<file path="src/rtl/serial_2c_receiver.sv">
// ----------------------------------------------------------------------------
// serial_2c_receiver
//
// Purpose:
//   Receives framed, LSB-first serial words in two's-complement form and
//   rebuilds them in parallel. At the same time it recovers the original value
//   by running the serial complement algorithm again: bits are copied up to
//   and including the first 1, and every later bit is inverted. Each completed
//   frame goes into a one-entry valid/ready output register, so frame timing
//   is decoupled from the consumer.
//
// Parameters:
//   WIDTH      bits per serial frame (2..32)
//
// Ports:
//   clk        rising-edge clock
//   reset      asynchronous, active-high reset
//   in_valid   qualifies start/x this cycle; when low the receiver holds
//   start      marks bit 0 (LSB) of a frame; only meaningful with in_valid
//   x          serial data bit, LSB first
//   out_ready  consumer accepts the output word this cycle
//   out_valid  rx_word/dec_word/most_neg hold a word
//   rx_word    word exactly as received
//   dec_word   two's complement of rx_word (the recovered original)
//   most_neg   rx_word is 2^(WIDTH-1), whose negation is not representable
//   busy       a frame is in progress
//   overrun    one-cycle pulse: a completed frame was dropped (output full)
//   frame_err  one-cycle pulse: start arrived mid-frame and the frame restarted
// ----------------------------------------------------------------------------
module serial_2c_receiver #(
    parameter int WIDTH = 8
) (
    input  logic             clk,
    input  logic             reset,
    input  logic             in_valid,
    input  logic             start,
    input  logic             x,
    input  logic             out_ready,
    output logic             out_valid,
    output logic [WIDTH-1:0] rx_word,
    output logic [WIDTH-1:0] dec_word,
    output logic             most_neg,
    output logic             busy,
    output logic             overrun,
    output logic             frame_err
);

    localparam int CW = (WIDTH > 2) ? $clog2(WIDTH) : 1;

    localparam logic [1:0] IDLE   = 2'd0;  // waiting for a frame
    localparam logic [1:0] COPY   = 2'd1;  // no 1 seen yet: dec bit = x
    localparam logic [1:0] INVERT = 2'd2;  // a 1 was seen: dec bit = ~x

    localparam logic [WIDTH-1:0] MOST_NEG_WORD = {1'b1, {(WIDTH-1){1'b0}}};

    logic [1:0]       state, state_next;
    logic [CW-1:0]    count, count_next;
    logic [WIDTH-1:0] rx_sr, dec_sr;
    logic [WIDTH-1:0] rx_next, dec_next;
    logic [CW-1:0]    pos;
    logic             accept;
    logic             restart;
    logic             complete;
    logic             out_free;

    // A start bit is always accepted. Without start a bit is accepted only
    // while a frame is open, so stray bits in IDLE are ignored.
    assign accept   = in_valid && (start || (state != IDLE));
    assign restart  = in_valid && start && (state != IDLE);
    assign out_free = !out_valid || out_ready;
    assign busy     = (state != IDLE);

    // NOTE: every signal written here gets a default first, so no path through
    // the block leaves one unassigned and infers a latch.
    always_comb begin
        state_next = state;
        count_next = count;
        rx_next    = rx_sr;
        dec_next   = dec_sr;
        pos        = count;
        complete   = 1'b0;

        if (accept) begin
            if (start) begin
                // A start bit always opens a new frame. In the middle of a frame
                // it throws away the partial word.
                pos        = '0;
                rx_next    = '0;
                dec_next   = '0;
                rx_next[0]  = x;
                dec_next[0] = x;
                state_next = x ? INVERT : COPY;
            end else begin
                rx_next[pos]  = x;
                dec_next[pos] = (state == COPY) ? x : ~x;
                state_next    = (state == COPY && !x) ? COPY : INVERT;
            end

            if (pos == CW'(WIDTH - 1)) begin
                complete   = 1'b1;
                state_next = IDLE;
                count_next = '0;
            end else begin
                count_next = pos + 1'b1;
            end
        end
    end

    // NOTE: sequential state uses non-blocking assignments only, so every
    // register samples values from before the edge, whatever the statement
    // order.
    always_ff @(posedge clk or posedge reset) begin
        if (reset) begin
            state     <= IDLE;
            count     <= '0;
            rx_sr     <= '0;
            dec_sr    <= '0;
            out_valid <= 1'b0;
            rx_word   <= '0;
            dec_word  <= '0;
            most_neg  <= 1'b0;
            overrun   <= 1'b0;
            frame_err <= 1'b0;
        end else begin
            state     <= state_next;
            count     <= count_next;
            rx_sr     <= rx_next;
            dec_sr    <= dec_next;
            frame_err <= restart;
            overrun   <= complete && !out_free;

            // A completion that finds the register free (or being drained this
            // cycle) loads it. Otherwise the held word wins and the new one is
            // dropped.
            if (complete && out_free) begin
                out_valid <= 1'b1;
                rx_word   <= rx_next;
                dec_word  <= dec_next;
                most_neg  <= (rx_next == MOST_NEG_WORD);
            end else if (out_valid && out_ready) begin
                out_valid <= 1'b0;
            end
        end
    end

endmodule

</file>
<file path="config.mk">
export PLATFORM = sky130hd
export DESIGN_NAME = serial_2c_receiver
export DESIGN_NICKNAME = d
export VERILOG_FILES = /design/src/rtl/serial_2c_receiver.sv
export SDC_FILE = /design/constraint.sdc
export NUM_CORES = 1
export LEC_CHECK = 0
export CAP_MARGIN = 40
export CORE_ASPECT_RATIO = 1.25
export CORE_MARGIN = 8
export CORE_UTILIZATION = 49
export CTS_CLUSTER_DIAMETER = 80
export DETAILED_ROUTE_END_ITERATION = 6
export HOLD_SLACK_MARGIN = 0.15
export MAX_ROUTING_LAYER = met4
export PLACE_DENSITY = 0.85
export SKIP_LAST_GASP = 1
export SLEW_MARGIN = 30
export SYNTH_ARGS = -nofsm -noshare
export SYNTH_HDL_FRONTEND = slang
export SYNTH_SLANG_ARGS = --single-unit
</file>
<file path="constraint.sdc">
create_clock -name clk -period 1.9 [get_ports clk]
set_input_delay 0.38 -clock clk [delete_from_list [all_inputs] [get_ports clk]]
set_output_delay 0.38 -clock clk [all_outputs]
set_load 0.01 [all_outputs]
</file>
======== Word-level counts from Yosys, hierarchy flattened ========
Index checks and enable logic that the tools add are counted.
operators by class
  add/subtract/negate cells ............... 1
  magnitude comparators ................... 2
  equal/unequal tests ..................... 3
  muxes and demuxes ....................... 20
  bitwise gates (word level) .............. 1
  reductions and logical operators ........ 15
operator list
  cell                                                                number
  2-to-1 mux 8 bit                                                    4
  bitwise mux 8 bit                                                   2
  2-to-1 mux 3 bit                                                    3
  == test 8 bit (second input constant)                               1
  logical AND 1 bit                                                   8
  2-to-1 mux 2 bit                                                    4
  2-to-1 mux 1 bit                                                    6
  less-than comparator 3 x 4 -> 1 bit (second input constant)         1
  nonzero test 2 bit                                                  2
  adder 3 x 1 -> 3 bit (second input constant)                        1
  demux 1 bit (select 3 bit)                                          1
  == test 3 bit (second input constant)                               1
  greater-or-equal comparator 3 x 1 -> 1 bit (second input constant)  1
  zero test 1 bit                                                     3
  == test 2 x 1 -> 1 bit (second input constant)                      1
  logical OR 1 bit                                                    2
  inverter 1 bit                                                      1
storage, ports and cells
  bits in registers ....................... 41
  bits of input ports ..................... 6

======== Depth between registers and ports, before layout ========
Gate-level depths: netlist of run 1.
  depth in word-level cells ............... 9
  gate-level depth with buffers ........... 10
  depth with buffers taken out ............ 7

======== Worst setup path after synthesis of run 1 ========
OpenSTA, ideal clock, no wires.
  path kind ............................... input to register
  start point ............................. in start
  end point ............................... reg dec_word[0]
  setup time .............................. 0.125 ns
  arrival ................................. 2.038 ns
  path slack .............................. -0.263 ns
  stages on the path ...................... 9
  cells stage by stage .................... buf_2 > clkbuf_1 > nor2b_1 > ha_1 > ha_1 > and3_4 > buf_6 > buf_12 > mux2_4
between the ends
  word-level cells in the longest chain between the ends .. 6
  elaborated cells between the ends (all ways) .. 10
RTL lines
  element                 line  source
  start: declaration      36    input logic start,
  2-to-1 mux 3 bit        84    if (start) begin
  2-to-1 mux 3 bit        83    if (accept) begin
  == test 3 bit           99    if (pos == CW'(WIDTH - 1)) begin
  2-to-1 mux 1 bit        99
  2-to-1 mux 1 bit        83
  logical AND 1 bit       135   if (complete && out_free) begin
  end signal: assignment  138   dec_word <= dec_next;
  end: declaration        41    output logic [WIDTH-1:0] dec_word,
Parallel ways exist; a longest one is shown, timed or not. The select of a mux whose other input is x is not followed.
A chain may end at the register's enable or synchronous reset.

======== Worst setup path after layout of run 1 ========
  start point ............................. reg state[1]
  end point ............................... out busy
between the ends
  word-level cells in the longest chain between the ends .. 1
RTL lines
  element                   line  source
  start: declaration        56    logic [1:0] state, state_next;
  start signal: assignment  125   state <= state_next;
  nonzero test 2 bit        71    assign busy = (state != IDLE);
  end: declaration          43    output logic busy,
Every way passes these cells.

==> flow_summary.json, run 1 <==
{
  "outcome": "finished, final reports clean",
  "drt-initial-drc-count": 88,
  "portBuffers": 26,
  "syn_inst": 182,
  "finClkSkew_ps": 5.74,
  "arrival_ps": 1490,
  "io_pins": 27,
  "startpoint_type": "flip-flop",
  "ff_latch_area_um2": 1030,
  "syn_nets": 191,
  "synth.cell_area_um2": 2010,
  "grt_antenna_before_repair": 0,
  "p_leak_uw": 0.00121,
  "fin_ws_ps": 31.1,
  "rows": 26,
  "powerDensity_nw_per_um2": 816,
  "worstSetupPathType": "reg2out",
  "p_int_uw": 1470,
  "synth.largest_area_cell": "dfrtp_1",
  "synth_most_common_cell": "dfrtp_1",
  "clk_latency_ps": 290,
  "fmax_ghz": 0.535,
  "n_fill_cell": 352,
  "synthArstFlopShare_pct": 100,
  "cts_tree": "done",
  "avgViaCountPerCell": 5.33,
  "cts.sinks": 41,
  "ys_seq_area_share_pct": 50.9,
  "dieArea_um2": 6430,
  "hpwl_um": 3150,
  "synth.top_cells.by_count": "dfrtp_1 (41), nand2_1 (25), inv_1 (11), mux2_4 (8), nor2_1 (8)",
  "clock_path_buffers": 2,
  "tightest_slew_ps": 507,
  "tns_ps": 0,
  "hold_class": "reg2reg",
  "dp_worst_setup_slack_ps": -410,
  "grt_max_degree": 42,
  "p_sw_uw": 641,
  "fin_crit_sh_pct": 98.4,
  "cts_made_buffers": 5,
  "drcViolationCount": 0,
  "grt_pass1_wl_um": 7680,
  "cts-root-buf": "clkbuf_8",
  "synth_cell_types": 41,
  "drive_gt1_share_pct": 25.9,
  "clk_pin_slew_worst_paths_ps": 80,
  "grt_overflow_total": 0,
  "crit_required_ps": 1520,
  "yosysWarnings": 0,
  "drv_slew": 0,
  "rsz0062_at_grt": "yes",
  "core_um2": 4030,
  "htreeDepth": 2,
  "syn_avg_cell_area_um2": 11.1,
  "power_frac_comb_pct": 23.7,
  "peakVddDrop_mv": 0.644,
  "grt_use_total_pct": 15.6,
  "fin_cells": 288,
  "synth_seq_cells": 41,
  "ant_nets": 0,
  "die_w_um": 73.4,
  "p_sw_share_pct": 30.4,
  "first_pass_iters": 4,
  "antenna_cells": 0,
  "ys.flop_type": "dfrtp_1",
  "p_total_uw": 2110,
  "grt_pass1_vias": 1605,
  "fin_nets": 240,
  "initial_core_util_pct": 49.9,
  "area_growth_pct": 28.4,
  "hold_viol": 0,
  "cap_violations": 0,
  "multi_input_area_um2": 902,
  "dp.cells": 279,
  "synth_area_leaders": "dfrtp_1 (51%), mux2_4 (6.0%), nand2_1 (4.7%), mux2_2 (3.9%), mux2i_1 (3.5%)",
  "routabilityCongestion": 0.925,
  "detail_route.wl_per_cell_um": 15.0,
  "synth_top_area_share_pct": 50.9,
  "path_max_fanout": 6,
  "num_vias": 1536,
  "fin_crit_ps": 1870,
  "setup_viol": 0,
  "routed_wirelength_um": 4310,
  "end_kind": "output pin",
  "seqPwrFrac_pct": 50.3,
  "clkPwrFrac_pct": 26.0,
  "max_slew_margin_pct": 66.2,
  "synth_edf_count": 0,
  "die_y_um": 87.7
}
-- worst paths after layout --
path | startpoint | to | slack (ps) | cells after the start
min in group asynchronous | reset | count[0] | 510 | 3
min reg2reg | most_neg | most_neg | 490 | 2
max reg2reg | count[1] | rx_word[4] | 130 | 6
min | most_neg | most_neg | 490 | 2
max in group asynchronous | reset | state[0] | 1010 | 3
max | state[1] | busy | 30 | 2
-- logic make-up (layout without fill, tap and decap cells) --
group | Yosys count | count (layout) | synth area share (%)
buf+inv | 20 | 70 | 5.40
flops | 41 | 41 | 50.9
fa+ha+maj | 3 | 3 | 1.86
simple gates | 58 | 58 | 14.3
mux | 22 | 22 | 13.4
compound gates | 38 | 38 | 14.2
-- registers in the layout, indices dropped and copies added, names as in the netlist --
| signal | cells |
|---|---|
| dec_sr | 8 |
| dec_word | 8 |
| rx_sr | 8 |
| rx_word | 8 |
| count | 3 |
| state | 2 |
| frame_err | 1 |
| most_neg | 1 |
| out_valid | 1 |
| overrun | 1 |
-- timing repair --
item / in CTS / in global routing
resized for setup: 3 / 6
hold buffers: 0 / 0
endpoints found under the setup margin: 17 / 7
gates cloned: 0 / 0
setup buffers: 0 / 1
-- power by group through the flow --
stage | clock [uW] | sequential [uW] | combinational, uW
after global placement | 0 | 1070 | 477
after global routing | 608 | 1080 | 563
after detailed placement | 0 | 1080 | 491
after CTS | 568 | 1060 | 493
final | 549 | 1060 | 500
after floorplan | 0 | 1050 | 335
-- worst max-delay path: stages, from the launching register on --
cell and delay, ps:
dfrtp_1 450, or2_4 270, clkdlybuf4s50_1 480
-- cell usage in the layout (no fill, tap or decap), types with 4 or more instances in the layout --
cell / n
buf_4: 24
inv_1: 10
nor2b_1: 5
mux2_2: 7
dfrtp_1: 40
o31ai_1: 4
nor3_1: 5
nand2_1: 25
clkbuf_8: 5
mux2i_1: 7
nor2_1: 8
mux2_4: 8
clkdlybuf4s50_1: 24
a21oi_1: 5
o21ai_0: 4
-- area by class of cell --
| class | count | share of cell area, % |
|---|---|---|
| repair buffers | 51 | 17.8 |
| multi-input cells | 121 | 34.9 |
| clock buffers | 5 | 2.66 |
| flip-flops and latches | 41 | 39.7 |
| well taps | 56 | 2.71 |
| clock inverters | 3 | 0.677 |
| inverters | 11 | 1.60 |
-- routing by layer --
metal	routed length [um]	up-vias	global-route usage, %
met5	0	-	-
met4	116	0	9.29
met3	148	9	2.75
met2	2050	35	22.9
met1	2000	753	19.6
li1	-	739	-
-- through the flow --
| step | hold slack [ps] | util (%) | area, um^2 |
|---|---|---|---|
| 6_report | 487 | 64.1 | 2590 |
| 5_1_grt | 530 | 64.1 | 2590 |
| 4_1_cts | 493 | 63.9 | 2580 |
| 3_5_place_dp | 475 | 61.8 | 2490 |
| 3_3_place_gp | 470 | 61.8 | 2490 |
| 2_1_floorplan | 457 | - | 2060 |
No activity file was read; power rests on OpenSTA's default activity.
==> run 2, diff against run 1 <==
Settings changed: CELL_PAD_IN_SITES_DETAIL_PLACEMENT set to 1, CELL_PAD_IN_SITES_GLOBAL_PLACEMENT set to 1, CORE_UTILIZATION 49 to 39.
==> flow_summary.json, run 2 (synthesized netlist as in run 1, its figures left out) <==
{
  "setup_viol": 0,
  "drt-initial-drc-count": 118,
  "area_growth_pct": 40.9,
  "detail_route.wl_per_cell_um": 20.1,
  "max_slew_margin_pct": 65.2,
  "hold_class": "in2async",
  "routed_wirelength_um": 6120,
  "grt_pass1_vias": 1855,
  "tightest_slew_ps": 523,
  "drcViolationCount": 0,
  "p_total_uw": 2560,
  "fin_crit_ps": 1870,
  "crit_slowest_cell": "clkdlybuf4s50_1",
  "clkPwrFrac_pct": 32.9,
  "r2r_setup_slack_ps": 100,
  "clock_path_buffers": 2,
  "grt_pass1_wl_um": 9620,
  "startpoint_type": "flip-flop",
  "reg2regPathDepth": 6,
  "dp.cells": 290,
  "portBuffers": 26,
  "routabilityCongestion": 0.811,
  "hpwl_um": 3880,
  "power_frac_comb_pct": 24.9,
  "fin_cells": 305,
  "hold_viol": 0,
  "seqPwrFrac_pct": 42.3,
  "drive_gt1_share_pct": 35.4,
  "p_leak_uw": 0.00132,
  "avgViaCountPerCell": 5.56,
  "die_w_um": 80.3,
  "htreeDepth": 2,
  "dp_worst_setup_slack_ps": -368,
  "die_y_um": 96.4,
  "r2r_start": "count[0]",
  "cts_hold_buf": 0,
  "grt_max_degree": 42,
  "fin_nets": 251,
  "initial_core_util_pct": 39.9,
  "grt_use_total_pct": 16.8,
  "fin_ws_ps": 29.9,
  "arrival_ps": 1490,
  "grt_antenna_before_repair": 0,
  "rows": 29,
  "finClkSkew_ps": 8.55,
  "num_vias": 1697,
  "fmax_ghz": 0.535,
  "end_kind": "output pin",
  "p_int_uw": 1790,
  "layout_commonest_cell": "dfrtp_1",
  "fin_crit_sh_pct": 98.4,
  "worstSetupPathType": "reg2out",
  "core_um2": 5040,
  "io_pins": 27,
  "clk_latency_ps": 300,
  "cts-root-buf": "clkbuf_8",
  "rsz0062_at_grt": "no",
  "antenna_cells": 0,
  "path_max_fanout": 5,
  "cts_made_buffers": 5,
  "ant_nets": 0,
  "cts_tree": "done",
  "p_sw_share_pct": 30.1,
  "outcome": "finished, final reports clean",
  "slowest_delay_ps": 480,
  "fin_util_pct": 56.3,
  "cts.sinks": 41,
  "n_fill_cell": 533,
  "dieArea_um2": 7730,
  "clk_pin_slew_worst_paths_ps": 80,
  "grt_overflow_total": 0,
  "powerDensity_nw_per_um2": 901,
  "first_pass_iters": 4,
  "crit_required_ps": 1520,
  "layout_common_cells": "dfrtp_1 (38), buf_4 (33), nand2_1 (25), clkdlybuf4s50_1 (24), inv_1 (10)",
  "cap_violations": 0,
  "r2r-end": "most_neg",
  "peakVddDrop_mv": 0.558,
  "p_sw_uw": 770,
  "path_cells": "or2_4, clkdlybuf4s50_1",
  "drv_slew": 0
}
-- run 2: changes by cell type in the layout (fill, tap and decap cells not counted), sizes merged --
| cell | previous run | this run |
|---|---|---|
| buf | 25 | 36 |
| dlymetal6s2s | 0 | 1 |
| clkinvlp | 1 | 0 |
| bufinv | 0 | 2 |
| clkdlybuf4s15 | 1 | 0 |
| clkinv | 2 | 1 |
-- run 2: worst max path at each step --
stage | start | cells past startpoint | to
after detailed placement | start | 9 | dec_word[4]
after floorplan | start | 9 | dec_word[0]
after CTS | state[0] | 2 | busy
after global routing | x | 8 | dec_word[7]
final | state[0] | 2 | busy
after global placement | start | 9 | dec_word[4]
-- run 2: timing repair --
action,4_1_cts,5_1_grt
gates resized for setup,12,19
setup endpoints to repair,17,12
pin swaps,2,4
setup buffers,4,3
-- run 2: layout make-up --
cell class	instances	area, um^2	area share (%)
Timing Repair Buffer	62	561	19.7
Multi-Input combinational cell	121	996	35.1
Inverter	11	41.3	1.45
Sequential cell	41	1030	36.3
Clock buffer	5	68.8	2.42
Tap cell	62	77.6	2.73
Clock inverter	3	65.1	2.29
-- run 2: worst max-delay path, delay by kind of cell, from the launching register on --
family        cells  cell delay [ps]
flops             1              440
buf+inv           1              480
simple gates      1              270
-- run 2: per-stage QoR --
stage | instance area, um^2 | TNS [ps] | hold WS (ps)
2_1_floorplan | 2060 | -336 | 457
6_report | 2840 | 0 | 500
3_5_place_dp | 2550 | -6920 | 487
4_1_cts | 2740 | 0 | 516
5_1_grt | 2840 | 0 | 527
3_3_place_gp | 2550 | -5100 | 478
-- run 2: routing by layer --
| metal | track usage [%] | vias up | routed length [um] |
|---|---|---|---|
| li1 | - | 753 | - |
| met1 | 19.3 | 882 | 2660 |
| met2 | 28.0 | 48 | 3100 |
| met3 | 2.24 | 14 | 163 |
| met4 | 8.51 | 0 | 191 |
| met5 | - | - | 0 |
-- run 2: power by group through the flow --
stage	Clock (uW)	Combinational, uW	Sequential, uW
2_1_floorplan	0	335	1050
6_report	840	636	1080
5_1_grt	870	688	1100
3_3_place_gp	0	492	1070
4_1_cts	842	569	1080
3_5_place_dp	0	521	1090
==> run 3, diff against run 2 <==
Settings changed: RECOVER_POWER set to 50.
==> flow_summary.json, run 3 (synthesized netlist as in run 1, its figures left out) <==
{
  "startpoint_type": "flip-flop",
  "area_growth_pct": 40.2,
  "slowest_delay_ps": 480,
  "drt-initial-drc-count": 90,
  "fin_util_pct": 56.0,
  "clk_latency_ps": 300,
  "io_pins": 27,
  "layout_common_cells": "dfrtp_1 (38), buf_4 (30), nand2_1 (25), clkdlybuf4s50_1 (23), inv_1 (10)",
  "p_int_uw": 1780,
  "drv_slew": 0,
  "grt_pass1_wl_um": 9620,
  "rows": 29,
  "path_max_fanout": 5,
  "hold_viol": 0,
  "p_leak_uw": 0.00132,
  "clock_path_buffers": 2,
  "ff_latch_area_um2": 1030,
  "fin_crit_sh_pct": 98.2,
  "routed_wirelength_um": 6120,
  "rsz0062_at_grt": "no",
  "cts_tree": "done",
  "die_w_um": 80.3,
  "grt_overflow_total": 0,
  "multi_input_area_um2": 987,
  "antenna_cells": 0,
  "whs_ps": 510,
  "clk_pin_slew_worst_paths_ps": 80,
  "initial_core_util_pct": 39.9,
  "worstSetupPathType": "reg2out",
  "routabilityCongestion": 0.811,
  "die_y_um": 96.4,
  "seqPwrFrac_pct": 42.5,
  "cts_made_buffers": 5,
  "grt_max_degree": 42,
  "max_slew_margin_pct": 31.2,
  "outcome": "finished, final reports clean",
  "layout_commonest_cell": "dfrtp_1",
  "finClkSkew_ps": 8.01,
  "avgViaCountPerCell": 5.53,
  "fin_crit_ps": 1870,
  "cts-root-buf": "clkbuf_8",
  "n_fill_cell": 536,
  "arrival_ps": 1490,
  "cap_violations": 0,
  "htreeDepth": 2,
  "powerDensity_nw_per_um2": 902,
  "grt_pass1_vias": 1855,
  "peakVddDrop_mv": 0.557,
  "cts.sinks": 41,
  "hold_class": "reg2reg",
  "power_frac_comb_pct": 24.7,
  "cts_hold_buf": 0,
  "portBuffers": 26,
  "fin_nets": 251,
  "drive_gt1_share_pct": 34.2,
  "core_um2": 5040,
  "hpwl_um": 3880,
  "drcViolationCount": 0,
  "detail_route.wl_per_cell_um": 20.1,
  "fmax_ghz": 0.536,
  "clkPwrFrac_pct": 32.8,
  "p_sw_uw": 763,
  "setup_viol": 0,
  "ant_nets": 0,
  "num_vias": 1687,
  "end_kind": "output pin",
  "grt_antenna_before_repair": 0,
  "tightest_slew_ps": 1030,
  "first_pass_iters": 4,
  "crit_required_ps": 1520,
  "p_sw_share_pct": 30.0,
  "dieArea_um2": 7730,
  "grt_use_total_pct": 16.8,
  "crit_slowest_cell": "clkdlybuf4s50_1",
  "path_cells": "or2_4, clkdlybuf4s50_1"
}
run 3: per-stage QoR:
stage	setup slack, ps	setup TNS (ps)	std cells	power (uW)	cell area, um^2
final	34.4	0	305	2550	2820
after global routing	9.36	0	305	2650	2820
after CTS	6.51	0	302	2490	2740
after detailed placement	-368	-6920	290	1610	2550
after global placement	-298	-5100	290	1570	2550
after floorplan	-42.1	-336	182	1390	2060
run 3: critical path, delay by kind of cell, from the launching register on:
kind / cells / cell delay, ps
buffers and inverters: 1 / 480
DFF: 1 / 440
and+or+nand+nor: 1 / 270
run 3: what timing repair did:
| item | CTS | global route |
|---|---|---|
| pin swaps | 2 | 4 |
| endpoints found under the setup margin | 17 | 12 |
| resized for setup | 12 | 19 |
| setup buffers | 4 | 3 |
run 3: final timing paths:
| check | startpoint | cells after the start | endpoint | slack (ps) |
|---|---|---|---|---|
| max | state[0] | 2 | busy | 30 |
| min | dec_word[4] | 1 | dec_word[4] | 510 |
| max reg2reg | count[0] | 6 | most_neg | 100 |
| min reg2reg | dec_word[4] | 1 | dec_word[4] | 510 |
| max in group asynchronous | reset | 3 | count[1] | 360 |
| min in group asynchronous | reset | 3 | rx_word[4] | 830 |
run 3: routing by layer:
metal	routed length, um	global-route usage (%)
met4	164	8.51
met2	3110	28.0
met1	2700	19.3
met5	0	-
met3	143	2.24
run 3: power groups by stage:
stage / sequential, uW / clock, uW / combinational, uW
2_1_floorplan: 1050 / 0 / 335
3_3_place_gp: 1070 / 0 / 492
3_5_place_dp: 1090 / 0 / 521
4_1_cts: 1080 / 842 / 569
5_1_grt: 1100 / 870 / 682
6_report: 1080 / 836 / 629
run 3: layout make-up:
class	count	share of cell area, %
flip-flops and latches	41	36.5
clock inverters	3	2.30
clock buffers	5	2.44
repair buffers	62	19.6
well taps	62	2.75
inverters	11	1.46
multi-input cells	121	35.0
